### src/rtl/handshake_constant_seq_pkg.sv
// Shared definitions for table-driven handshake units: index sizing helpers,
// output-slot state encoding and packed-table entry extraction.
`ifndef HANDSHAKE_CONSTANT_SEQ_PKG_SV
`define HANDSHAKE_CONSTANT_SEQ_PKG_SV

// Entry i of a packed table whose entries are w bits wide, entry 0 in the LSBs.
`define HS_TABLE_ENTRY(tbl, i, w) tbl[(i)*(w) +: (w)]

package handshake_constant_seq_pkg;

    localparam int unsigned HS_MAX_DEPTH = 256;

    typedef enum logic {
        SLOT_EMPTY = 1'b0,
        SLOT_FULL  = 1'b1
    } slot_state_e;

    function automatic int unsigned clog2(input int unsigned value);
        int unsigned result;
        result = 0;
        for (int unsigned i = 0; i < 32; i++) begin
            if ((64'd1 << i) < 64'(value)) begin
                result = i + 1;
            end
        end
        return result;
    endfunction

    // A one-entry table still needs a 1-bit index register.
    function automatic int unsigned idx_width(input int unsigned depth);
        int unsigned w;
        w = clog2(depth);
        return (w < 1) ? 1 : w;
    endfunction

endpackage

`endif

### src/rtl/handshake_oehb_slot.sv
// One-slot output buffer: registers valid and payload, accepts a new token in
// the same cycle the held one drains so a stream runs at one token per cycle.
module handshake_oehb_slot
    import handshake_constant_seq_pkg::*;
#(
    parameter int unsigned WIDTH = 19
) (
    input  logic             clk_i,
    input  logic             rst_i,
    input  logic             in_valid_i,
    output logic             in_ready_o,
    input  logic [WIDTH-1:0] in_data_i,
    output logic             out_valid_o,
    input  logic             out_ready_i,
    output logic [WIDTH-1:0] out_data_o
);

    slot_state_e      state_q;
    logic [WIDTH-1:0] data_q;
    logic             load;

    assign in_ready_o = (state_q == SLOT_EMPTY) || out_ready_i;
    assign load       = in_valid_i && in_ready_o;

    always_ff @(posedge clk_i or posedge rst_i) begin
        if (rst_i) begin
            state_q <= SLOT_EMPTY;
            data_q  <= '0;
        end else begin
            if (load) begin
                data_q  <= in_data_i;
                state_q <= SLOT_FULL;
            end else if (out_ready_i) begin
                // Payload is kept after a drain; only the valid state clears.
                state_q <= SLOT_EMPTY;
            end
        end
    end

    assign out_valid_o = (state_q == SLOT_FULL);
    assign out_data_o  = data_q;

endmodule

### src/rtl/handshake_constant_seq.sv
// Elastic constant-sequence source: each accepted control token emits the next
// table entry through a registered output slot, with a last-entry marker.
module handshake_constant_seq
    import handshake_constant_seq_pkg::*;
#(
    parameter int unsigned                  DATA_WIDTH = 18,
    parameter int unsigned                  DEPTH      = 4,
    parameter logic [DEPTH*DATA_WIDTH-1:0]  TABLE      = '0,
    parameter bit                           WRAP       = 1'b1
) (
    input  logic                  clk,
    input  logic                  rst,
    input  logic                  ctrl_valid,
    output logic                  ctrl_ready,
    output logic [DATA_WIDTH-1:0] outs,
    output logic                  outs_valid,
    input  logic                  outs_ready,
    output logic                  outs_last
);

    localparam int unsigned      IDX_W    = idx_width(DEPTH);
    localparam logic [IDX_W-1:0] LAST_IDX = IDX_W'(DEPTH - 1);

    logic [IDX_W-1:0]      idx_q;
    logic [IDX_W-1:0]      idx_d;
    logic                  accept;
    logic                  at_last;
    logic [DATA_WIDTH-1:0] entry;
    logic [DATA_WIDTH:0]   slot_in;
    logic [DATA_WIDTH:0]   slot_out;

    assign accept  = ctrl_valid && ctrl_ready;
    assign at_last = (idx_q == LAST_IDX);

    // Only codes below DEPTH select an entry; unused codes are unreachable.
    always_comb begin
        entry = '0;
        for (int unsigned i = 0; i < DEPTH; i++) begin
            if (idx_q == IDX_W'(i)) begin
                entry = `HS_TABLE_ENTRY(TABLE, i, DATA_WIDTH);
            end
        end
    end

    always_comb begin
        idx_d = idx_q;
        if (accept) begin
            if (at_last) begin
                idx_d = WRAP ? '0 : idx_q;
            end else begin
                idx_d = idx_q + 1'b1;
            end
        end
    end

    always_ff @(posedge clk or posedge rst) begin
        if (rst) begin
            idx_q <= '0;
        end else begin
            idx_q <= idx_d;
        end
    end

    assign slot_in = {at_last, entry};

    handshake_oehb_slot #(
        .WIDTH (DATA_WIDTH + 1)
    ) u_slot (
        .clk_i       (clk),
        .rst_i       (rst),
        .in_valid_i  (ctrl_valid),
        .in_ready_o  (ctrl_ready),
        .in_data_i   (slot_in),
        .out_valid_o (outs_valid),
        .out_ready_i (outs_ready),
        .out_data_o  (slot_out)
    );

    assign outs      = slot_out[DATA_WIDTH-1:0];
    assign outs_last = slot_out[DATA_WIDTH];

endmodule

### config.mk
export PLATFORM = sky130hd
export DESIGN_NAME = handshake_constant_seq
export DESIGN_NICKNAME = d
export VERILOG_FILES = /design/src/rtl/handshake_constant_seq_pkg.sv /design/src/rtl/handshake_oehb_slot.sv /design/src/rtl/handshake_constant_seq.sv
export SDC_FILE = /design/constraint.sdc
export NUM_CORES = 1
export LEC_CHECK = 0
export CORE_AREA = 2 2 39 41
export DETAILED_ROUTE_END_ITERATION = 7
export DIE_AREA = 0 0 41 43
export GPL_ROUTABILITY_DRIVEN = 0
export PLACE_DENSITY_LB_ADDON = 0.3
export SLEW_MARGIN = 20
export SYNTH_ARGS = -nofsm -noshare
export SYNTH_HDL_FRONTEND = slang
export SYNTH_SLANG_ARGS = --single-unit
### constraint.sdc
create_clock -name clk -period 0.9 [get_ports clk]
set_input_delay 0.135 -clock clk [delete_from_list [all_inputs] [get_ports clk]]
set_output_delay 0.135 -clock clk [all_outputs]
set_load 0.01 [all_outputs]
==> results <==
cell type report:
class / count / area, sq um / area share
Multi-Input combinational cell: 26 / 161.4 / 0.4257
Sequential cell: 4 / 100.1 / 0.2640
Timing Repair Buffer: 9 / 71.32 / 0.1881
Clock buffer: 3 / 22.52 / 0.05941
Tap cell: 16 / 20.02 / 0.05281
Inverter: 1 / 3.754 / 0.009901
power by group through the flow:
stage | combinational [mW] | clock (mW) | sequential, mW
finish | 0.340 | 0.211 | 0.283
global route | 0.391 | 0.227 | 0.298
CTS | 0.344 | 0.227 | 0.286
detailed placement | 0.364 | 0 | 0.288
global placement | 0.355 | 0 | 0.289
floorplan | 0.271 | 0 | 0.293
routing by layer:
metal / track usage / vias to the layer above / part of all wire
met5: 0 / - / 0
met4: 0.08000 / 0 / 0
met3: 0.01571 / 0 / 0.11
met2: 0.07500 / 12 / 0.56
met1: 0.04194 / 73 / 0.32
li1: - / 85 / -
sequential cells by signal, summed over array words and instances, names as in the netlist:
register,cells
u_slot.out_data_o,1
idx_q,2
u_slot.out_valid_o,1
cell usage after synthesis:
cell and number:
buf_4 18, dfrtp_1 4, mux2_4 3, conb_1 1
ha_1 1, inv_1 1, nand2_4 1, nand2b_4 1
nor2_1 1, or2b_1 1
critical path, cell delays in order:
cell and delay, ns:
clkdlybuf4s50_1 0.40, nand2b_4 0.14, buf_6 0.11, nand2_4 0.08, mux2_4 0.29
stage by stage:
| stage | cells | area, sq um | hold WS (ns) |
|---|---|---|---|
| floorplan | 49 | 400.4 | -0.09892 |
| global placement | 56 | 367.9 | 0.3302 |
| detailed placement | 56 | 367.9 | 0.3356 |
| CTS | 59 | 379.1 | 0.09035 |
| global route | 59 | 379.1 | 0.1110 |
| finish | 59 | 379.1 | 0.09464 |
kinds of logic (layout without fill, tap and decap cells):
| kind of cell | Yosys count | count (layout) | share of synthesized area |
|---|---|---|---|
| DFF | 4 | 4 | 0.2974 |
| buffers and inverters | 19 | 13 | 0.4126 |
| adders and majority gates | 1 | 1 | 0.03717 |
| muxes | 3 | 3 | 0.1338 |
| other | 1 | 18 | 0.01114 |
| and+or+nand+nor | 4 | 4 | 0.1078 |
worst max path at each step:
stage,end,slack [ns],cells past startpoint
floorplan,idx_q[1],-0.11,2
global placement,ctrl_ready,-0.47,3
detailed placement,ctrl_ready,-0.47,3
CTS,idx_q[1],-0.15,4
global route,idx_q[1],-0.19,4
finish,idx_q[1],-0.15,5
timing repair:
action | 4_1_cts | 5_1_grt
hold buffers | 0 | 0
endpoints found under the setup margin | 7 | 7
gates resized for setup | 13 | 0
==> metrics <==
Core Util, Final=0.2740; number of fill cells=150; startpoint type of the worst setup path=primary input; Vias=170; final worst-path cycle share=1.165; CTS root buffer=clkbuf_4; Worst-path clk slew=0.04 ns; core area=1384 sq um; crit path DAT=1.16 ns; Final Max Slew Viols=0; synthesized area per cell=10.52 sq um; Net Sw Frac=0.2703; area grow syn2layout=12.64%; drt wl/cell=between 5 and 6 microns; Die Y=43 microns; post-synth top area share=0.4015; setup ws final=-0.1485 ns; register bit total from synthesis=4; top achievable clock speed=953.7 MHz; most common library cell in the layout ignoring fill and taps=conb_1; worst skew pair latency=0.23 ns; violated checks=setup timing; initial antenna violation count=0; initial DRC count=0; final setup TNS=-0.5106 ns; final hold viol count=0; Die Width=41 microns; number of global-route vias before repair=161; pre-CTS setup slack=-0.4663 ns; leading area contributor after synthesis=buf_4; largest net degree at the start of global routing=5; R2R setup slack=-0.14 ns; RSZ-0062 raised after global routing=yes; Initial Utilization=0.2432; Synth Warn #=0; Final Setup Violations=6; Post-Syn Instances=32; reg2reg path depth=4; # rows=14; clock tree buffer depth=2; P_sw=roughly 0.23 mW; final net count=50; layout cells sized above 1=0.3256; Internal Pwr Total=0.6084 mW; worst vdd ir=0.0003969 V; total gr overflow=0; Critical Path RT=1.01 ns; clk sinks=4; nature of the critical path endpoint=register; Power, Total=0.8337 mW; status=finished, violations left; CP max FO=3; Synth Cell Area=roughly 340 sq um; H-tree depth=1; first-pass GRT wire length=about 570 microns; main area contributors after synthesis=buf_4 40%, dfrtp_1 30%, mux2_4 13%; DRT antenna net count=0; Post-CTS Setup Repair Bufs=0; num ports=25; max cap viols=0; clock group share of total power=0.253; minimum clock period after layout=1.049 ns; Port-buffer cells=6; Crit. Startpoint=outs_ready; Leak=around 0.22 nW; sequential power share=0.340; CTS buffer count=3; overall global routing resource usage=0.05226; Clock Skew=roughly 0.0042 ns; Die ar.=1763 sq um; register area share after synthesis=0.2974; most frequent cells in the layout=18 x conb_1, 4 x dfrtp_1; worst r2r src=u_slot.out_valid_o; Antenna diodes=0; RR Endpoint=idx_q[1]; Power Density=2199 nW/um^2; drt via density=2.881; Pre-antenna DRT Iters=1; combinational share of power=0.407; Cell variety after synth=10; Hold Path Class=in2async; WL final=350 microns; DRC=0; critical path class=in2reg; CTS tree=yes
(Power assumes the default switching activity.)
